`src/rtl/imem_loader_pkg.sv`:
```
// Shared definitions for the boot-time instruction-memory loader.
// Optional checksum trailer (and its CSUM state) is enabled by IMEM_LOADER_CHECKSUM_EN.
package imem_loader_pkg;

  localparam int LEN_W          = 16;
  localparam int BYTES_PER_WORD = 4;
  localparam int WORD_W         = 8 * BYTES_PER_WORD;
  localparam int BCNT_W         = $clog2(BYTES_PER_WORD);

  typedef enum logic [2:0] {
    S_IDLE  = 3'd0,
    S_LEN0  = 3'd1,
    S_LEN1  = 3'd2,
    S_DATA  = 3'd3,
    S_WRITE = 3'd4,
    S_DONE  = 3'd5,
    S_ERR   = 3'd6
`ifdef IMEM_LOADER_CHECKSUM_EN
    ,
    S_CSUM  = 3'd7
`endif
  } state_e;

  // A frame is accepted only for 1..max_words words; zero-length and oversize images are errors.
  function automatic logic len_ok(input logic [LEN_W-1:0] n, input int max_words);
    return (n != '0) && (int'(n) <= max_words);
  endfunction

endpackage

```
`src/rtl/imem_loader_if.sv`:
```
// Byte-stream input and instruction-memory write port of the loader.
// master = the loader (consumes bytes, drives imem writes); slave = stream source / imem side.
interface imem_loader_if #(
  parameter int ADDR_W = 8
);

  logic              byte_valid;
  logic [7:0]        byte_data;
  logic              byte_ready;
  logic              imem_we;
  logic [ADDR_W-1:0] imem_addr;
  logic [31:0]       imem_wdata;

  modport master (
    input  byte_valid, byte_data,
    output byte_ready, imem_we, imem_addr, imem_wdata
  );

  modport slave (
    output byte_valid, byte_data,
    input  byte_ready, imem_we, imem_addr, imem_wdata
  );

endinterface

```
`src/rtl/imem_loader_byte_packer.sv`:
```
// Packs a little-endian byte stream into words: first byte lands in bits [7:0].
// word_full flags the cycle whose accepted byte completes a word.
module byte_packer
  import imem_loader_pkg::*;
(
  input  logic              clk,
  input  logic              rst,
  input  logic              clear,
  input  logic              take,
  input  logic [7:0]        din,
  output logic [WORD_W-1:0] word,
  output logic              word_full
);

  logic [BCNT_W-1:0] cnt;

  // NOTE: registers use non-blocking (<=) so every flop samples pre-edge values.
  always_ff @(posedge clk or negedge rst) begin
    if (!rst) begin
      cnt  <= '0;
      word <= '0;
    end else if (clear) begin
      cnt <= '0;
    end else if (take) begin
      cnt  <= cnt + 1'b1;
      word <= {din, word[WORD_W-1:8]};
    end
  end

  assign word_full = take && (cnt == BCNT_W'(BYTES_PER_WORD - 1));

endmodule

```
`src/rtl/imem_loader.sv`:
```
// Boot loader: frames LEN_LO, LEN_HI, N little-endian words into imem; holds the core in reset
// until the image is complete. IMEM_LOADER_CHECKSUM_EN adds a trailing XOR checksum byte.
module imem_loader
  import imem_loader_pkg::*;
#(
  parameter int ADDR_W    = 8,
  parameter int MAX_WORDS = 256
) (
  input  logic         clk,
  input  logic         rst,
  input  logic         start,
  imem_loader_if.master bus,
  output logic         core_rst,
  output logic         done,
  output logic         err
);

  state_e            state_q, state_d;
  logic [7:0]        len_lo_q;
  logic [LEN_W-1:0]  len_q;
  logic [LEN_W-1:0]  word_cnt_q;
  logic [ADDR_W-1:0] addr_q;
  logic [WORD_W-1:0] word;
  logic              rdy, fire, take, word_full, start_ok, last_word;

`ifdef IMEM_LOADER_CHECKSUM_EN
  logic [7:0] csum_q;
  assign rdy = state_q inside {S_LEN0, S_LEN1, S_DATA, S_CSUM};
`else
  assign rdy = state_q inside {S_LEN0, S_LEN1, S_DATA};
`endif

  assign fire      = bus.byte_valid && rdy;
  assign take      = fire && (state_q == S_DATA);
  assign start_ok  = start && (state_q inside {S_IDLE, S_DONE, S_ERR});
  assign last_word = (word_cnt_q == len_q - 1'b1);

  byte_packer u_packer (
    .clk       (clk),
    .rst       (rst),
    .clear     (start_ok),
    .take      (take),
    .din       (bus.byte_data),
    .word      (word),
    .word_full (word_full)
  );

  always_ff @(posedge clk or negedge rst) begin
    if (!rst) begin
      state_q    <= S_IDLE;
      len_lo_q   <= '0;
      len_q      <= '0;
      word_cnt_q <= '0;
      addr_q     <= '0;
    end else begin
      state_q <= state_d;
      if (start_ok) begin
        word_cnt_q <= '0;
        addr_q     <= '0;
      end
      if (state_q == S_LEN0 && fire) len_lo_q <= bus.byte_data;
      if (state_q == S_LEN1 && fire) len_q    <= {bus.byte_data, len_lo_q};
      // Address is captured on entry to WRITE and then held until the next word completes.
      if (word_full) addr_q <= ADDR_W'(word_cnt_q);
      if (state_q == S_WRITE) word_cnt_q <= word_cnt_q + 1'b1;
    end
  end

`ifdef IMEM_LOADER_CHECKSUM_EN
  always_ff @(posedge clk or negedge rst) begin
    if (!rst)          csum_q <= '0;
    else if (start_ok) csum_q <= '0;
    else if (take)     csum_q <= csum_q ^ bus.byte_data;
  end
`endif

  // NOTE: every combinational output gets a default first, so no latch can be inferred.
  always_comb begin
    state_d  = state_q;
    core_rst = 1'b1;
    done     = 1'b0;
    err      = 1'b0;
    bus.imem_we = 1'b0;
    unique case (state_q)
      S_IDLE:  if (start) state_d = S_LEN0;
      S_LEN0:  if (fire)  state_d = S_LEN1;
      S_LEN1: begin
        if (fire) state_d = len_ok({bus.byte_data, len_lo_q}, MAX_WORDS) ? S_DATA : S_ERR;
      end
      S_DATA:  if (word_full) state_d = S_WRITE;
      S_WRITE: begin
        bus.imem_we = 1'b1;
`ifdef IMEM_LOADER_CHECKSUM_EN
        state_d = last_word ? S_CSUM : S_DATA;
`else
        state_d = last_word ? S_DONE : S_DATA;
`endif
      end
      S_DONE: begin
        core_rst = 1'b0;
        done     = 1'b1;
        if (start) state_d = S_LEN0;
      end
      S_ERR: begin
        err = 1'b1;
        if (start) state_d = S_LEN0;
      end
`ifdef IMEM_LOADER_CHECKSUM_EN
      S_CSUM:  if (fire) state_d = (bus.byte_data == csum_q) ? S_DONE : S_ERR;
`endif
      default: state_d = S_IDLE;
    endcase
  end

  assign bus.byte_ready = rdy;
  assign bus.imem_addr  = addr_q;
  assign bus.imem_wdata = word;

endmodule

```
`src/flat_wrapper.sv`:
```
// flat-port wrapper written by rule: the top's interface ports become plain ports
module imem_loader_flat import imem_loader_pkg::*;
#(
  parameter int ADDR_W    = 8,
  parameter int MAX_WORDS = 256
)
  (clk, rst, start, core_rst, done, err, bus_byte_valid, bus_byte_data, bus_byte_ready, bus_imem_we, bus_imem_addr, bus_imem_wdata);
  imem_loader_if #(.ADDR_W(ADDR_W)) bus_i ();
  input  logic clk;
  input  logic rst;
  input  logic start;
  output logic core_rst;
  output logic done;
  output logic err;
  input wire logic [$bits(bus_i.byte_valid)-1:0] bus_byte_valid;
  input wire logic [$bits(bus_i.byte_data)-1:0] bus_byte_data;
  output wire logic [$bits(bus_i.byte_ready)-1:0] bus_byte_ready;
  output wire logic [$bits(bus_i.imem_we)-1:0] bus_imem_we;
  output wire logic [$bits(bus_i.imem_addr)-1:0] bus_imem_addr;
  output wire logic [$bits(bus_i.imem_wdata)-1:0] bus_imem_wdata;
  assign bus_i.byte_valid = bus_byte_valid;
  assign bus_i.byte_data = bus_byte_data;
  assign bus_byte_ready = bus_i.byte_ready;
  assign bus_imem_we = bus_i.imem_we;
  assign bus_imem_addr = bus_i.imem_addr;
  assign bus_imem_wdata = bus_i.imem_wdata;
  imem_loader #(.ADDR_W(ADDR_W), .MAX_WORDS(MAX_WORDS)) u_core (.clk(clk), .rst(rst), .start(start), .bus(bus_i), .core_rst(core_rst), .done(done), .err(err));
endmodule
```
`config.mk`:
```
export PLATFORM = sky130hd
export DESIGN_NAME = imem_loader_flat
export DESIGN_NICKNAME = d
export VERILOG_FILES = /design/src/rtl/imem_loader_pkg.sv /design/src/rtl/imem_loader_if.sv /design/src/rtl/imem_loader_byte_packer.sv /design/src/rtl/imem_loader.sv /design/src/flat_wrapper.sv
export SDC_FILE = /design/constraint.sdc
export NUM_CORES = 1
export LEC_CHECK = 0
export ABC_AREA = 1
export CAP_MARGIN = 20
export CORE_UTILIZATION = 57
export CTS_BUF_LIST = sky130_fd_sc_hd__clkbuf_8
export DETAILED_ROUTE_END_ITERATION = 8
export PLACE_DENSITY = 0.87
export SLEW_MARGIN = 0
export SYNTH_ARGS = -nofsm -noshare
export SYNTH_HDL_FRONTEND = slang
export SYNTH_SLANG_ARGS = --single-unit
export TNS_END_PERCENT = 10
```
`constraint.sdc`:
```
create_clock -name clk -period 2 [get_ports clk]
set_input_delay 0.4 -clock clk [delete_from_list [all_inputs] [get_ports clk]]
set_output_delay 0.4 -clock clk [all_outputs]
set_load 0.01 [all_outputs]
```
==> metrics.md <==
| Metric | Value |
|---|---|
| Setup Viol. Count Final | `0` |
| Crit path arrival time | `1.52 ns` |
| Number of port buffers | `56` |
| Element type at the critical path start | `flip-flop` |
| Vias in the first global route | `3,478` |
| Post-DP HPWL | `6880 um` |
| Fmax | `520 MHz` |
| Initial DRC count | `235` |
| Synth unique cells | `34` |
| Synthesized Nets | `553` |
| Clk buf depth | `2` |
| Initial antenna violation count | `0` |
| Starting Density | `58.7%` |
| Slew of the pin with the lowest slew margin | `0.458 ns` |
| DRC | `0` |
| DRT Pass-1 Iters | `5` |
| Fill cells | `536` |
| Fin Clk Skew | `0.0184 ns` |
| Synthesized area | `0.00426 mm2` |
| Vias | `3,798` |
| Diodes inserted | `0` |
| Reg clk slew, reported paths | `0.08 ns` |
| Async set or reset register ratio after synthesis | `100%` |
| Vias per cell | `5.38` |
| Final Cycle Share | `96.2%` |
| Fin nets | `617` |
| Mean cell area of the mapped netlist | `7.91 um2` |
| Worst Path Required | `1.60 ns` |
| Most frequent cells in the layout | `nand2_1, dfrtp_1, o21ai_0` |
| Area grow syn2layout | `22.3%` |
| Worst-Skew Late Latency | `0.36 ns` |
| Top Ports | `57` |
| Clock sinks | `85` |
| GPL Wtd Cong | `0.832` |
| Die Area | `0.00782 mm2` |
| Worst VDD drop | `0.000820 V` |
| Final Util | `71.7%` |
| Max Cap Viol | `0` |
| Largest net degree at the start of global routing | `54` |
| Leakage | `2.48 nW` |
| Root Buffer | `clkbuf_8` |
| Status | `finished, final reports clean` |
| Final Hold Vio Count | `0` |
| Minimum clock period | `1.92 ns` |
| YS warnings | `0` |
| Sequential share of the synthesized area | `50.0%` |
| DIE WIDTH | `88.4 um` |
| Post-route ant nets | `0` |
| Gate Count Post-Synth | `538` |
| Setup ws final | `0.0751 ns` |
| Core area | `0.00725 mm2` |
| CTS tree | `yes` |
| First-pass GRT wire length | `16,100 um` |
| Slew Limit Fails | `0` |
| Crit end category | `output port` |
| Post-synth EDFFs | `0` |
| Post-synthesis register bit count | `85` |
| Setup CP Type | `reg2out` |
| Primary FF master, synth | `dfrtp_1` |
| CTS Buf Count | `9` |
| Synth top area share | `50.0%` |
| Setup_tns | `0 ns` |
| Drt total wl | `9740 um` |
| Layout cell share with drive strength beyond 1 | `10.0%` |
| GRT Resource Usage Total | `27.0%` |
| Pre-CTS setup slack | `0.158 ns` |
| Synth area leaders | `dfrtp_1, nand2_1, o21ai_0` |
| CP max FO | `8` |
| Power density over the cells | `1440 mW/mm2` |
| H-tree levels | `3` |
| Gr ovfl total | `0` |
| Die Y | `88.4 um` |
| Synth area leader | `dfrtp_1` |
| Max_slew headroom | `69.4%` |
| Commonest non-fill, non-tap cell in the layout | `nand2_1` |
| Core Rows | `31` |
| HP Class | `reg2reg` |
| Drt wl/cell | `13.8 um` |
[cell type report]
type                    count  area [um2]  share of cell area, %
multi-input cells         375        1840                   35.4
flip-flops and latches     85        2130                   40.9
inverters                  64         240                   4.62
repair buffers             67         651                   12.5
clock inverters             7        95.1                   1.83
well taps                  99         124                   2.38
clock buffers               9         124                   2.38
[Yosys cell counts, types with 3 or more instances]
cell type,instances
o22ai_1,5
nand2_1,172
o21ai_0,68
inv_2,4
nand3b_1,4
nor2_4,4
nor2_2,10
clkbuf_1,11
nand3_1,20
dfrtp_1,85
a21oi_1,5
xor2_1,8
inv_1,60
nor2_1,38
nand2_2,7
ha_1,3
xnor2_1,5
nand4_1,7
[report_power, final]
part	internal, mW	switching [mW]
Sequential	2.30	0.539
Clock	0.710	0.632
Combinational	1.45	1.88
[sequential cells by signal, summed over array words and instances (netlist names)]
register	count
u_core.u_packer.cnt	2
u_core.len_q	16
u_core.word_cnt_q	16
u_core.u_packer.word	32
u_core.bus.imem_addr	8
u_core.len_lo_q	8
u_core.state_q	3
[per-layer routing]
metal	routed length [um]	part of all wire [%]	GRT usage, %
met1	4190	43	34.7
met2	4840	50	45.2
met3	486	5.0	5.97
met4	226	2.3	9.24
met5	0	0	0
[final timing paths]
path	from	end	slack, ns	cells past startpoint
max in group asynchronous	rst	u_core.state_q[2]$_DFFE_PN0P_	0.84	3
max	u_core.state_q[2]$_DFFE_PN0P_	bus_byte_ready	0.08	2
min	u_core.u_packer.word[6]$_DFFE_PN0P_	u_core.u_packer.word[6]$_DFFE_PN0P_	0.49	2
min in group asynchronous	rst	u_core.u_packer.word[1]$_DFFE_PN0P_	0.51	2
max reg2reg	u_core.len_q[4]$_DFFE_PN0P_	u_core.state_q[1]$_DFFE_PN0P_	0.18	12
min reg2reg	u_core.u_packer.word[6]$_DFFE_PN0P_	u_core.u_packer.word[6]$_DFFE_PN0P_	0.49	2
[critical path, cell delays in order (launching register included)]
cell	delay, ns
dfrtp_2	0.46
nor2_1	0.16
clkdlybuf4s50_1	0.56
[per-stage QoR]
step	power [mW]	area (um2)	hold slack, ns	cells
floorplan	4.76	4260	0.104	538
global placement	5.91	4950	0.361	688
detailed placement	6.05	4950	0.366	688
CTS	7.46	5190	0.490	706
global route	8.06	5200	0.515	706
finish	7.50	5200	0.488	706
[kinds of logic after synthesis]
kind of cell | after synthesis | share of synthesized area (%)
adder cells (fa/ha/maj) | 3 | 0.882
buffers and inverters | 78 | 7.12
AND/OR/NAND/NOR | 273 | 28.1
multiplexers | 2 | 0.500
AO/OA/AOI/OAI | 83 | 10.2
flip-flops | 85 | 50.0
XOR/XNOR | 14 | 3.23
[repair_timing]
| action | 4_1_cts | 5_1_grt |
|---|---|---|
| hold buffers | 1 | 0 |
| gates resized for setup | 5 | 3 |
| buffers inserted | 1 | 0 |
| setup endpoints to repair | 4 | 3 |
| endpoints found under the hold margin | 32 | 0 |
No activity file was read; power rests on OpenSTA's default activity.
